<file path="config.mk">
export PLATFORM = sky130hd
export DESIGN_NAME = mod_counter
export DESIGN_NICKNAME = d
export VERILOG_FILES = /design/src/rtl/mod_counter.sv
export SDC_FILE = /design/constraint.sdc
export NUM_CORES = 1
export LEC_CHECK = 0
export CORE_MARGIN = 2
export CORE_UTILIZATION = 59
export CTS_BUF_LIST = sky130_fd_sc_hd__clkbuf_2 sky130_fd_sc_hd__clkbuf_4 sky130_fd_sc_hd__clkbuf_8
export CTS_CLUSTER_SIZE = 8
export DETAILED_ROUTE_END_ITERATION = 6
export GPL_ROUTABILITY_DRIVEN = 0
export PLACE_DENSITY = 0.85
export SLEW_MARGIN = 20
export SYNTH_ARGS = -nofsm -noshare
export SYNTH_HDL_FRONTEND = slang
export SYNTH_SLANG_ARGS = --single-unit
</file>
<file path="constraint.sdc">
create_clock -name clk -period 10.84 [get_ports clk]
set_clock_uncertainty 0.15 [all_clocks]
set_input_delay 3.252 -clock clk [delete_from_list [all_inputs] [get_ports clk]]
set_output_delay 3.252 -clock clk [all_outputs]
set_load 0.01 [all_outputs]
</file>
<file path="src/rtl/mod_counter.sv">
// Up/down modulo counter with wrap or saturate limit handling, load clip,
// compare pulse and sticky overflow flag. All outputs are registered.
module mod_counter #(
   parameter int unsigned WIDTH  = 8,
   parameter int unsigned STEP_W = 4
) (
   input  logic              clk,
   input  logic              srst,
   input  logic              ena,
   input  logic              sel,
   input  logic              sload,
   input  logic [WIDTH-1:0]  d_load,
   input  logic [STEP_W-1:0] step,
   input  logic [WIDTH-1:0]  top,
   input  logic              sat,
   input  logic [WIDTH-1:0]  cmp,
   input  logic              ovf_clr,
   output logic [WIDTH-1:0]  q,
   output logic              carry_out,
   output logic              match,
   output logic              ovf
);

   localparam int unsigned W1 = WIDTH + 1;
   localparam int unsigned CW = (STEP_W > W1) ? STEP_W : W1;

   logic [WIDTH-1:0] q_q, q_d;
   logic             carry_q, carry_d;
   logic             match_q, match_d;
   logic             ovf_q, ovf_d;

   logic [W1-1:0]    top_x;
   logic [W1-1:0]    topp1;
   logic [W1-1:0]    eq_x;
   logic [W1-1:0]    es;
   logic [CW-1:0]    step_c;
   logic [CW-1:0]    lim_c;
   logic [W1-1:0]    up_sum;
   logic [W1-1:0]    dn_wrap;
   logic [W1-1:0]    nxt;
   logic             limit;

   // Operands widened by one bit so top = all-ones needs no special case.
   always_comb begin
      top_x   = {1'b0, top};
      topp1   = top_x + W1'(1);
      eq_x    = (q_q > top) ? top_x : {1'b0, q_q};
      step_c  = CW'(step);
      lim_c   = CW'(topp1);
      es      = (step_c < lim_c) ? W1'(step_c) : topp1;
      up_sum  = eq_x + es;
      dn_wrap = eq_x + topp1 - es;
   end

   // Next-state: load, count, or hold.
   always_comb begin
      q_d     = q_q;
      carry_d = 1'b0;
      match_d = 1'b0;
      ovf_d   = ovf_q & ~ovf_clr;
      nxt     = {1'b0, q_q};
      limit   = 1'b0;

      if (sload) begin
         q_d = (d_load > top) ? top : d_load;
      end else if (ena && (es != '0)) begin
         if (!sel) begin
            if (up_sum > top_x) begin
               limit = 1'b1;
               nxt   = sat ? top_x : (up_sum - topp1);
            end else begin
               nxt   = up_sum;
            end
         end else begin
            if (eq_x < es) begin
               limit = 1'b1;
               nxt   = sat ? '0 : dn_wrap;
            end else begin
               nxt   = eq_x - es;
            end
         end
         q_d     = WIDTH'(nxt);
         carry_d = limit;
         match_d = (WIDTH'(nxt) == cmp);
         ovf_d   = limit | (ovf_q & ~ovf_clr);
      end
   end

   always_ff @(posedge clk) begin
      if (srst) begin
         q_q     <= '0;
         carry_q <= 1'b0;
         match_q <= 1'b0;
         ovf_q   <= 1'b0;
      end else begin
         q_q     <= q_d;
         carry_q <= carry_d;
         match_q <= match_d;
         ovf_q   <= ovf_d;
      end
   end

   assign q         = q_q;
   assign carry_out = carry_q;
   assign match     = match_q;
   assign ovf       = ovf_q;

endmodule

</file>
==> results.md, run 1 <==
- Main combinational cell family by area after synthesis: compound AO/OA/AOI/OAI gates
- Port bufs: 45
- Register area share after synthesis: 6.31%
- # Max-Cap Violations: 0
- Final instance area: 4080 µm²
- H-tree Lvls: 1
- Layout cells sized above 1: 3.85%
- Post-synth EDFFs: 0
- Initial Util: between 60 and 70%
- Crit start category: input pin
- Core area: around 5800 µm²
- Initial antenna violation count: 0
- Post_cts resized: 0
- Hold WC Path Type: reg2reg
- Hold path depth: 1
- Mapped Cells: between 400 and 500
- R2R cell count: 26
- DR vias/cell: between 6 and 7
- CP endpoint kind: flop
- Min Clock Period, post-route: 10.07 ns
- Clk_lat worst skew: 0.24 ns
- Hold-fix buffers at CTS: 0
- Req. time, crit path: 10.87 ns
- TritonCTS buffer count: 3
- Via Count: 3822
- Final hold vios: 0
- Clk slew on worst S/H paths: 0.05 ns
- FF-to-FF End: match$_SDFF_PP0_
- Mux cell area share after synthesis: 1.79%
- FF+latch count, synth: 11
- Reg2reg start: q[1]$_SDFFE_PP0P_
- Layout area overhead: 16.8%
- DP Area: approximately 4000 µm²
- Routed length per instance: between 15 and 20 µm
- Adder-cell area share of the yosys netlist: 26.3%
- Arrival time at the worst endpoint: 10.11 ns
- Finished Layout Cells: 595
- Clock sink count: 11
- Largest cells by area after synthesis: ha_1, xnor2_1, dfxtp_1, fa_1, a21oi_1
- Yosys cell types: 64
- Classification of the worst setup path: in2reg
- Post-synthesis simple-gate area fraction: 18.8%
- CTS tree: yes
- Setup repair after global routing missed its margin: false
- Starting DRT DRC Count: around 470
- First-pass GRT wire length: 16500 µm
- Final TNS setup: 0 ns
- Largest net degree at the start of global routing: 27
- Die width: ~81 µm
- Async SR Flop Fraction: 0%
- CP startpoint: top[0]
- Synth Area in Compound Gates: 30.0%
- Vias in the first global route: 3418
- Placed insts: 591
- Die Ht: about 81 µm
- CTS Root Cell: clkbuf_8
- Final WL: 10600 µm
- Fillers: roughly 500
- Setup-failing EPs final: 0
- DPL Wire Length: 8450 µm
- Post-CTS setup buffers: 0
- Flop-to-flop setup slack: 4.28 ns
- Worst-Margin Slew: 1.01 ns
- Synthesized area per cell: 7.32 µm²
- Pleak: 1.88 nW
- Cell Area, Synth: 3490 µm²
- Die area: ~6500 µm²
- # IOs: 46
- Pins over their slew limit: 0
- Final period util: 92.9%
- GR Overflow Total: 0
- Routed Antenna Nets: 0
- Max-slew headroom: approximately 32%
- Fmax achieved: slightly below 0.1 GHz
- Synth Area in XOR/XNOR: 9.28%
- Crit path max fanout: 13
- Max clock buf depth: 2
- Outcome: completed
- Post-layout util: between 70% and 80%
- Ant diodes: 0
- Worst setup path end: match$_SDFF_PP0_
- Share of the synthesized area in the top cell type: around a fifth
- PD cells: 166 nW/µm²
- TritonRoute pass-1 iters: 6
- Area leader, netlist: ha_1
- Peak supply drop: 0.103 mV
- FP Rows: 28
- Final nets: 621
- Ys flop type: dfxtp_1
- DR DRC count: 0
- Syn. warnings: 0
- Total GRT Usage: between 30% and 40%
cell usage after synthesis (all sizes together) (3+ instances only):
cell and number:
a211o 5, a211oi 10, a21o 18, a21oi 39
a31oi 6, and2 5, and3 4, buf 5
clkbuf 14, dfxtp 11, fa 10, ha 55
inv 46, maj3 3, mux2i 4, nand2 18
nand2b 10, nand3 12, nand4 7, nor2 36
nor2b 6, nor3 21, nor4 3, o211ai 4
o21a 9, o21ai 29, o22ai 4, o311ai 4
o31a 3, o31ai 3, or3 3, xnor2 26
xor2 11
cell type report:
cell class / count / area (µm²) / area share [%]
Timing Repair Buffer: 49 / 480 / 11.8
Multi-Input combinational cell: 409 / 3060 / 75.0
Tap cell: 75 / 93.8 / 2.30
Sequential cell: 11 / 220 / 5.40
Inverter: 47 / 176 / 4.33
Clock buffer: 4 / 48.8 / 1.20
state kept, by name (all words and copies together), names as in the netlist:
| name | count |
|---|---|
| match | 1 |
| ovf | 1 |
| q | 8 |
| carry_out | 1 |
where the power goes:
group	switching [mW]	total, mW	internal, mW
clock	0.0165	0.0449	0.0284
combinational	0.331	0.581	0.250
sequential	0.00642	0.0518	0.0454
total	0.353	0.678	0.324
worst min path at each step:
stage / start / endpoint / slack (ns)
floorplan: ovf$_SDFF_PP0_ / ovf$_SDFF_PP0_ / 0.39
global route: ovf$_SDFF_PP0_ / ovf$_SDFF_PP0_ / 0.37
finish: ovf$_SDFF_PP0_ / ovf$_SDFF_PP0_ / 0.34
CTS: ovf$_SDFF_PP0_ / ovf$_SDFF_PP0_ / 0.34
detailed placement: ovf$_SDFF_PP0_ / ovf$_SDFF_PP0_ / 0.34
global placement: ovf$_SDFF_PP0_ / ovf$_SDFF_PP0_ / 0.33
layout by cell type (no fill, tap or decap), types with 4 or more instances in the layout:
master,instances
a211o_1,5
a211oi_1,9
a21o_1,18
a21oi_1,39
a31oi_1,6
and2_1,5
and3_1,4
buf_4,4
clkdlybuf4s50_1,45
conb_1,11
dfxtp_1,11
fa_1,10
ha_1,55
inv_1,45
mux2i_1,4
nand2_1,18
nand2b_1,9
nand3_1,12
nand4_1,7
nor2_1,36
nor2b_1,6
nor3_1,21
o211ai_1,4
o21a_1,9
o21ai_0,28
o22ai_1,4
xnor2_1,26
xor2_1,11
critical path, cell delays in order:
cell and delay, ns:
clkdlybuf4s50_1 0.46, buf_4 0.21, ha_1 0.29, inv_1 0.19, ha_1 0.27, o21ai_0 0.11
nand2b_1 0.09, maj3_1 0.39, maj3_1 0.37, nand3_1 0.18, o21ai_0 0.20, ha_1 0.30
fa_1 0.46, a211oi_2 0.26, o31a_1 0.16, o21ai_0 0.10, xnor2_1 0.32, ha_1 0.33
a22oi_1 0.16, o211ai_1 0.11, a31oi_1 0.20, o311ai_2 0.22, and2_1 0.25, a222oi_1 0.48
xnor2_1 0.14, a2111oi_2 0.37, o2111a_1 0.23
through the flow:
stage | hold WS, ns | setup WS, ns | total power [mW]
after global routing | 0.368 | 0.302 | 0.734
after detailed placement | 0.336 | 0.659 | 0.615
after CTS | 0.343 | 0.885 | 0.663
after global placement | 0.326 | 0.854 | 0.597
final | 0.337 | 0.767 | 0.678
after floorplan | 0.387 | 1.98 | 0.479
logic make-up after synthesis:
| logic type | count (synthesis) |
|---|---|
| AO/OA/AOI/OAI | 156 |
| XOR/XNOR | 37 |
| adder cells (fa/ha/maj) | 68 |
| buffers and inverters | 66 |
| flip-flops | 11 |
| multiplexers | 6 |
| other | 2 |
| AND/OR/NAND/NOR | 131 |
layer usage:
layer,wire (µm),track usage (%)
met4,242,7.63
met5,0,0
met1,4220,42.2
met2,4890,55.9
met3,1210,6.11
Note: power is estimated with default switching activity, not from simulation.
==> run 2, diff against run 1 <==
- CELL_PAD_IN_SITES_DETAIL_PLACEMENT: unset -> 1
- CELL_PAD_IN_SITES_GLOBAL_PLACEMENT: unset -> 1
- CORE_UTILIZATION: 59 -> 42
- PLACE_DENSITY: 0.85 -> unset
- PLACE_DENSITY_LB_ADDON: unset -> 0.1
- SKIP_CTS_REPAIR_TIMING: unset -> 1
==> run 2 against run 1 <==
First-iteration DRC count is 57% lower. Combinational power is 2% higher. Hold slack better by 0.0061 ns. Fmax is 1.6% higher. Count of clock-buffer cells in the layout stayed put. Routed wire length is 15% higher. Critical path depth is 1 lower. Largest cell class unchanged. Highest routed layer unchanged.
==> results.md, run 2 (synthesized netlist as in run 1, its figures left out) <==
- Setup repair after global routing missed its margin: false
- Layout cells sized above 1: just over 4%
- Final hold vios: 0
- TritonCTS buffer count: 3
- Clock sink count: 11
- Pins over their slew limit: 0
- Initial Util: 42.9%
- Most frequent cells in the layout: ha_1, inv_1, clkdlybuf4s50_1
- Total GRT Usage: between 20 and 30%
- Buf/Inv on CP: 2
- Core area: 8130 µm²
- Worst path most repeated cell: ha_1
- CP peak stage delay: 0.54 ns
- Classification of the worst setup path: in2reg
- Port bufs: 45
- Peak supply drop: 0.0649 mV
- Clk slew on worst S/H paths: around 0.06 ns
- Routed Antenna Nets: 0
- DR DRC count: 0
- Crit path max fanout: 9
- Layout area overhead: 18.1%
- Req. time, crit path: 10.88 ns
- DPL Wire Length: 10100 µm
- Die area: between 9000 and 10000 µm²
- GR Overflow Total: 0
- FP Rows: 33
- CP max stage cell: clkdlybuf4s50_1
- Die width: 95.2 µm
- H-tree Lvls: 1
- TritonRoute pass-1 iters: 4
- Vias in the first global route: 3647
- # IOs: 46
- Final nets: 621
- Largest net degree at the start of global routing: 27
- Hold WC Path Type: reg2reg
- Initial antenna violation count: 0
- # Max-Cap Violations: 0
- Starting DRT DRC Count: 204
- PD cells: 167 nW/µm²
- Die Ht: around 95 µm
- Setup-failing EPs final: 0
- Final TNS setup: 0 ns
- CTS tree: yes
- Max clock buf depth: 2
- Ant diodes: 0
- Worst-Margin Slew: just under 1 ns
- Min Clock Period, post-route: 9.92 ns
- Fmax achieved: 0.101 GHz
- Routed length per instance: 19.5 µm
- Crit-path leading delay family: compound AO/OA/AOI/OAI gates
- Final WL: 12200 µm
- CP endpoint kind: flop
- Via Count: 3660
- CTS Root Cell: clkbuf_8
- DR vias/cell: 5.86
- Pleak: 1.88 nW
- Clk_lat worst skew: 0.25 ns
- Largest register FFs: 8
- Outcome: completed
- Final period util: 91.5%
- Commonest non-fill, non-tap cell in the layout: ha_1
- Crit start category: input pin
- Arrival time at the worst endpoint: roughly 10 ns
- Final hold slack: 0.343 ns
- Max-slew headroom: 34.7%
- First-pass GRT wire length: 19400 µm
==> run 2: cell counts in the layout (fill, tap and decap cells not counted) <==
No cell type changed its count.
==> run 2: layout make-up <==
class	count	area, µm²
fill	1057	4010
multi-input combinational	409	3060
timing repair buffer	49	480
sequential	11	220
inverter	47	176
tap	105	131
clock buffer	4	48.8
==> run 2: stage by stage <==
stage	setup slack, ns	area, µm²	util, %	std cells	total power, mW
6_report	0.923	4120	50.7	625	0.688
5_1_grt	0.331	4120	50.7	625	0.757
3_3_place_gp	0.906	4070	50.0	621	0.620
3_5_place_dp	0.769	4070	50.0	621	0.634
4_1_cts	0.982	4120	50.6	625	0.685
2_1_floorplan	1.98	3520	-	486	0.479
==> run 2: final timing paths <==
| path | startpoint | end | slack [ns] | depth (start not counted) |
|---|---|---|---|---|
| max | top[1] | match$_SDFF_PP0_ | 0.92 | 26 |
| min | ovf$_SDFF_PP0_ | ovf$_SDFF_PP0_ | 0.34 | 1 |
| max reg2reg | q[1]$_SDFFE_PP0P_ | match$_SDFF_PP0_ | 4.28 | 27 |
| min reg2reg | ovf$_SDFF_PP0_ | ovf$_SDFF_PP0_ | 0.34 | 1 |
==> run 2: power by group <==
group          internal (mW)  switching [mW]  leakage [nW]
Sequential            0.0453         0.00638        0.0909
Clock                 0.0285          0.0180        0.0262
Combinational          0.251           0.339          1.76
==> run 2: routing by layer <==
layer / vias up / share of wire (%) / GRT usage (%)
met5: - / 0 / 0
met4: 0 / 2.2 / 6.64
met3: 17 / 5.1 / 2.77
met2: 89 / 47 / 47.8
met1: 1748 / 46 / 38.6
li1: 1806 / - / -
